## src/rtl/hog_block_sum.sv

```systemverilog
// -----------------------------------------------------------------------------
// hog_block_sum
//   Energy accumulator for groups of four 3x3 HOG blocks. Each accepted group
//   flows through a two-stage adder pipeline (row sums, then block sums). The
//   four 24-bit block sums and their row/column tags are buffered in a small
//   result FIFO. A running per-frame maximum and an end-of-frame pulse are
//   derived from the stage-2 results.
//
// Ports
//   clk, rst_n                  clock (rising edge), async active-low reset
//   valid, cnt_row, cnt_col     upstream group strobe and its tags (no stall)
//   block_out_0..3 [179:0]      nine unsigned 20-bit elements per block,
//                               element k at bits [20k+19:20k]
//   out_valid / out_ready       FIFO head handshake
//   out_sum_0..3, out_row/col   head entry (zero while the FIFO is empty)
//   frame_max                   largest block sum in the current/last frame
//   frame_done                  one-cycle pulse after the last group of a frame
//   overflow                    sticky: a result was dropped on a full FIFO
// -----------------------------------------------------------------------------
module hog_block_sum #(
  parameter int FIFO_DEPTH = 4,
  parameter int LAST_ROW   = 159,
  parameter int LAST_COL   = 52
) (
  input  logic         clk,
  input  logic         rst_n,
  input  logic         valid,
  input  logic [7:0]   cnt_row,
  input  logic [5:0]   cnt_col,
  input  logic [179:0] block_out_0,
  input  logic [179:0] block_out_1,
  input  logic [179:0] block_out_2,
  input  logic [179:0] block_out_3,
  output logic         out_valid,
  input  logic         out_ready,
  output logic [23:0]  out_sum_0,
  output logic [23:0]  out_sum_1,
  output logic [23:0]  out_sum_2,
  output logic [23:0]  out_sum_3,
  output logic [7:0]   out_row,
  output logic [5:0]   out_col,
  output logic [23:0]  frame_max,
  output logic         frame_done,
  output logic         overflow
);

  localparam int PW = $clog2(FIFO_DEPTH);

  typedef struct packed {
    logic [3:0][23:0] sum;
    logic [7:0]       row;
    logic [5:0]       col;
  } entry_t;

  logic [179:0] blk [4];
  assign blk[0] = block_out_0;
  assign blk[1] = block_out_1;
  assign blk[2] = block_out_2;
  assign blk[3] = block_out_3;

  // Stage 1: three row sums per block (row r covers elements 3r+2..3r).
  logic        s1_valid_q;
  logic [7:0]  s1_row_q;
  logic [5:0]  s1_col_q;
  logic [21:0] s1_rs_d [4][3];
  logic [21:0] s1_rs_q [4][3];

  // Stage 2: full block sums.
  logic             s2_valid_q;
  logic [7:0]       s2_row_q;
  logic [5:0]       s2_col_q;
  logic [3:0][23:0] s2_sum_d;
  logic [3:0][23:0] s2_sum_q;

  // NOTE: every always_comb variable gets a default first so no path can leave
  // it unassigned, which would otherwise infer a latch.
  always_comb begin
    s1_rs_d  = '{default: '0};
    s2_sum_d = '0;
    for (int b = 0; b < 4; b++) begin
      for (int r = 0; r < 3; r++) begin
        s1_rs_d[b][r] = 22'(blk[b][20*(3*r)   +: 20])
                      + 22'(blk[b][20*(3*r+1) +: 20])
                      + 22'(blk[b][20*(3*r+2) +: 20]);
      end
      s2_sum_d[b] = 24'(s1_rs_q[b][0]) + 24'(s1_rs_q[b][1]) + 24'(s1_rs_q[b][2]);
    end
  end

  // NOTE: sequential state uses non-blocking assignments so every register
  // samples the pre-edge values of the others, independent of block order.
  always_ff @(posedge clk or negedge rst_n) begin
    if (!rst_n) begin
      s1_valid_q <= 1'b0;
      s2_valid_q <= 1'b0;
    end else begin
      s1_valid_q <= valid;
      s2_valid_q <= s1_valid_q;
    end
  end

  // Datapath registers carry no reset: they are only observed behind a valid.
  always_ff @(posedge clk) begin
    s1_row_q <= cnt_row;
    s1_col_q <= cnt_col;
    s1_rs_q  <= s1_rs_d;
    s2_row_q <= s1_row_q;
    s2_col_q <= s1_col_q;
    s2_sum_q <= s2_sum_d;
  end

  // Result FIFO. A push while full is accepted only if the head leaves in the
  // same cycle; the write then lands in the slot being vacated.
  entry_t        mem_q [FIFO_DEPTH];
  logic [PW-1:0] wr_ptr_q, rd_ptr_q;
  logic [PW:0]   count_q;
  logic          full, pop, wr_en;

  assign out_valid = (count_q != '0);
  assign full      = (count_q == (PW+1)'(FIFO_DEPTH));
  assign pop       = out_valid && out_ready;
  assign wr_en     = s2_valid_q && (!full || pop);

  // NOTE: the FIFO storage is not reset; the pointers and count define which
  // entries are live, and the head outputs are gated while empty.
  always_ff @(posedge clk) begin
    if (wr_en) mem_q[wr_ptr_q] <= '{sum: s2_sum_q, row: s2_row_q, col: s2_col_q};
  end

  always_ff @(posedge clk or negedge rst_n) begin
    if (!rst_n) begin
      wr_ptr_q <= '0;
      rd_ptr_q <= '0;
      count_q  <= '0;
      overflow <= 1'b0;
    end else begin
      if (wr_en) wr_ptr_q <= wr_ptr_q + PW'(1);
      if (pop)   rd_ptr_q <= rd_ptr_q + PW'(1);
      if (wr_en && !pop)      count_q <= count_q + 1'b1;
      else if (!wr_en && pop) count_q <= count_q - 1'b1;
      if (s2_valid_q && full && !pop) overflow <= 1'b1;
    end
  end

  entry_t head;
  assign head      = mem_q[rd_ptr_q];
  assign out_sum_0 = out_valid ? head.sum[0] : '0;
  assign out_sum_1 = out_valid ? head.sum[1] : '0;
  assign out_sum_2 = out_valid ? head.sum[2] : '0;
  assign out_sum_3 = out_valid ? head.sum[3] : '0;
  assign out_row   = out_valid ? head.row    : '0;
  assign out_col   = out_valid ? head.col    : '0;

  // Frame statistics, updated from every stage-2 result (dropped or not).
  // A (0,0) tag restarts the maximum for a new frame.
  logic [23:0] grp_max, max_01, max_23, fmax_d;
  logic        done_d;

  always_comb begin
    max_01  = (s2_sum_q[0] > s2_sum_q[1]) ? s2_sum_q[0] : s2_sum_q[1];
    max_23  = (s2_sum_q[2] > s2_sum_q[3]) ? s2_sum_q[2] : s2_sum_q[3];
    grp_max = (max_01 > max_23) ? max_01 : max_23;
    fmax_d  = frame_max;
    done_d  = 1'b0;
    if (s2_valid_q) begin
      if (s2_row_q == '0 && s2_col_q == '0) fmax_d = grp_max;
      else if (grp_max > frame_max)         fmax_d = grp_max;
      done_d = (s2_row_q == 8'(LAST_ROW)) && (s2_col_q == 6'(LAST_COL));
    end
  end

  always_ff @(posedge clk or negedge rst_n) begin
    if (!rst_n) begin
      frame_max  <= '0;
      frame_done <= 1'b0;
    end else begin
      frame_max  <= fmax_d;
      frame_done <= done_d;
    end
  end

endmodule
```

## config.mk

```make
export PLATFORM = sky130hd
export DESIGN_NAME = hog_block_sum
export DESIGN_NICKNAME = d
export VERILOG_FILES = /design/src/rtl/hog_block_sum.sv
export SDC_FILE = /design/constraint.sdc
export NUM_CORES = 2
export LEC_CHECK = 0
export BUFFER_PORTS_ARGS = -buffer_cell sky130_fd_sc_hd__buf_2
export CAP_MARGIN = 20
export CORE_AREA = 2 2 343 345
export DETAILED_ROUTE_END_ITERATION = 7
export DIE_AREA = 0 0 345 347
export HOLD_SLACK_MARGIN = 0.06
export PLACE_DENSITY = 0.73
export SYNTH_ARGS = -nofsm -noshare
export SYNTH_HDL_FRONTEND = slang
export SYNTH_SLANG_ARGS = --single-unit
```

## constraint.sdc

```tcl
create_clock -name clk -period 8.4 [get_ports clk]
set_input_delay 0.42 -clock clk [delete_from_list [all_inputs] [get_ports clk]]
set_output_delay 0.42 -clock clk [all_outputs]
set_load 0.01 [all_outputs]
```

==> flow_summary.toml <==
[timing]
rsz0062_at_grt = "false"
hold_violations = 0
final.setup_skew_ns = 0.0179
post-route-min-period_ns = 7.17
post-route-period-util_pct = 85.3
final-setup-viol-count = 0
tightest_slew_ns = 1.06
totalNegativeSetupSlack_ns = 0
max_freq_ghz = 0.140
fin_ws_ns = 1.23
slew_violations = 0
max_slew_margin_pct = 27.8

[clock_network]
h-tree-depth = 3
clk_pin_slew_ns = 0.07
cts_sinks = 863
cts_buffers = 89
root_buffer = "clkbuf_16"
cts_tree = "built"
cts_buffer_depth = 3
clock_latency_ns = 0.65

[synthesis]
ys_ff_latch = 863
synth_top_area_cell = "edfxtp_1"
synth_flop_cell = "edfxtp_1"
synth_top_area_share_pct = 25.8
synth-warning-count = 0
synth_area_leaders = "edfxtp_1 26%, dfxtp_1 15%, fa_1 13%"
syn_nets = 5707
synthesis.area_um2 = 51300
synth_edf_count = 440
synth_cells = 4211
yosysUniqueCellTypes = 94
yosysSeqAreaShare_pct = 42.6
synthArstFlopShare_pct = 4.06
syn_avg_cell_area_um2 = 12.2

[grt]
grtUsageTotal_pct = 22.7
grt_pass1_wl_um = 209000
first_global_vias = 36500
grt.overflow.total = 0
antenna_found_initial = 12
grt_max_degree = 84

[setup_path]
crit_fanout = 43
crit_required_ns = 8.94
slowest_stage = "dfxtp_1"
crit_buf_inv = 4
worst-setup-path-type = "reg2reg"
cp.arrival_ns = 7.71
start_kind = "flip-flop"
cp.depth = 26
r2r_cells = 26
cpPeakStageDelay_ns = 0.52
crit_family = "simple AND/OR/NAND/NOR gates"
critPathCaptureType = "flip-flop"

[power_and_ir_drop]
peakVddDrop_mv = 0.287
switching_share_pct = 44.6
p_int_mw = 16.1
p_sw_mw = 13.0
power_density_nw_per_um2 = 481
clockPowerShare_pct = 13.6
comb_power_share_pct = 60.7
p_leak_nw = 25.9
p_seq_share_pct = 25.8

[die]
coreArea_um2 = 116000
die-area_um2 = 120000
die_x_um = 345
rows = 125
start_util_pct = 44.3
die_h_um = 347
io_pins = 875

[hold_path]
hold_path.class = "in2reg"
hold_depth = 4

[routing]
vias = 36000
vias_per_cell = 5.34
wl_per_cell_um = 20.5
drtAntennaViolNets = 0
totalWireLength_um = 138000
drc = 0
drtIter0Drc = 2349
drt_pass1_iterations = 5

[placed_design]
dpl_cell_area_um2 = 57400
routabilityCongestion = 0.959
io_buffers = 874
dp_slack_ns = 1.29
hpwl_um = 111000

[cells_and_area]
fin_nets = 6635
final_util_pct = 52.3
final_cell_area_um2 = 60600
n_fill_cell = 9975
drive_above_1_share_pct = 23.9
area_delta_synth_final_pct = 18.1

[status]
outcome = "completed"

[flow_run]
maxCapViolCount = 0
cells in the final DEF, fill, tap and decap left out, types with 41 or more instances in the layout:
| cell type | instances |
|---|---|
| clkbuf_16 | 93 |
| inv_1 | 304 |
| o21a_1 | 60 |
| xnor2_1 | 186 |
| nor3_1 | 98 |
| edfxtp_1 | 440 |
| nor2b_1 | 63 |
| nand3_1 | 92 |
| dfxtp_1 | 388 |
| nand2_1 | 170 |
| o21ai_0 | 143 |
| nand2b_1 | 44 |
| mux2i_1 | 52 |
| xor2_1 | 41 |
| ha_1 | 413 |
| a21o_1 | 97 |
| a21oi_1 | 230 |
| nor2_1 | 213 |
| and2_1 | 119 |
| buf_2 | 875 |
| fa_1 | 345 |
| and3_1 | 44 |
| mux4_2 | 110 |
through the flow:
stage | power [mW] | instances | hold WS (ns)
final | 29.1 | 6744 | 0.131
after floorplan | 19.5 | 4211 | 0.124
after detailed placement | 25.3 | 6553 | 0.312
after CTS | 29.4 | 6737 | 0.0968
after global routing | 31.6 | 6743 | 0.112
after global placement | 25.1 | 6552 | 0.311
path summary, 6_finish.rpt:
path / slack, ns / to / from
worst max-delay path: 1.23 / frame_max[5]$_DFFE_PN0P_ / s2_sum_q[94]$_DFF_P_
worst min-delay path: 0.13 / s1_rs_q[22]$_DFF_P_ / block_out_3[100]
worst max register to register: 1.23 / frame_max[5]$_DFFE_PN0P_ / s2_sum_q[94]$_DFF_P_
worst min register to register: 0.33 / s2_col_q[5]$_DFF_P_ / s1_col_q[5]$_DFF_P_
max in group asynchronous: 7.27 / rd_ptr_q[0]$_DFFE_PN0P_ / rst_n
min in group asynchronous: 0.46 / s2_valid_q$_DFF_PN0_ / rst_n
sequential cells by signal, summed over array words and instances, names as in the netlist, 2 cells and up:
| register | flops |
|---|---|
| wr_ptr_q | 2 |
| s2_row_q | 8 |
| s1_rs_q | 264 |
| s1_row_q | 8 |
| s2_col_q | 6 |
| s2_sum_q | 96 |
| rd_ptr_q | 2 |
| count_q | 3 |
| mem_q | 440 |
| frame_max | 24 |
| s1_col_q | 6 |
worst min-delay path, cell delays in order:
cell and delay (ns):
buf_2 0.09, inv_1 0.05, fa_1 0.15, inv_1 0.03
power by group through the flow:
stage	Clock (mW)	Sequential [mW]	Combinational, mW
floorplan	0	7.09	12.5
global placement	0	7.48	17.6
detailed placement	0	7.59	17.7
CTS	4.03	7.51	17.9
global route	4.22	7.69	19.7
finish	3.96	7.50	17.7
synth_stat cells (14+ instances only):
library cell / n
and2_1: 123
dfxtp_1: 388
xnor2_1: 186
inv_1: 304
mux2_2: 23
mux2i_1: 52
o21a_1: 60
nor3_1: 98
nand2_1: 170
a31oi_1: 26
o2111ai_1: 14
ha_1: 413
o221ai_1: 27
and3_1: 44
a211oi_1: 31
buf_2: 22
edfxtp_1: 440
or3_1: 22
xor2_1: 41
nand3_1: 92
o21bai_1: 27
o21ai_0: 143
nor2_1: 213
a211oi_2: 26
fa_1: 345
dfrtp_1: 35
o31ai_1: 15
nand4_1: 29
a21o_1: 97
clkbuf_1: 42
nand2b_1: 44
mux4_2: 110
o211ai_1: 22
a21oi_1: 231
nor2b_1: 63
cell type report:
class,count,area [um^2],area share (%)
clock buffer,124,2590,4.27
multi-input combinational,2969,28000,46.2
tap,1524,1910,3.15
clock inverter,43,379,0.626
inverter,304,1140,1.88
sequential,863,21900,36.1
timing repair buffer,912,4720,7.79
antenna,5,12.5,0.0207
metal layers:
layer | track usage (%) | part of all wire, % | vias up
met4 | 8.88 | 4.3 | 6
met3 | 4.67 | 6.2 | 218
li1 | - | - | 17200
met5 | 0 | 0.021 | -
met2 | 37.8 | 47 | 1102
met1 | 29.2 | 42 | 17500
logic make-up after synthesis:
group / share of synthesized area (%)
AND/OR/NAND/NOR: 9.52
flip-flops: 42.6
AO/OA/AOI/OAI: 11.2
adder cells (fa/ha/maj): 23.5
buffers and inverters: 2.89
XOR/XNOR: 3.88
multiplexers: 6.39
repair_timing:
item,4_1_cts,5_1_grt
hold endpoints to repair,51,0
setup buffers,0,0
hold buffers,17,0
resized for setup,0,0
Power figures use the tool's default switching activity.
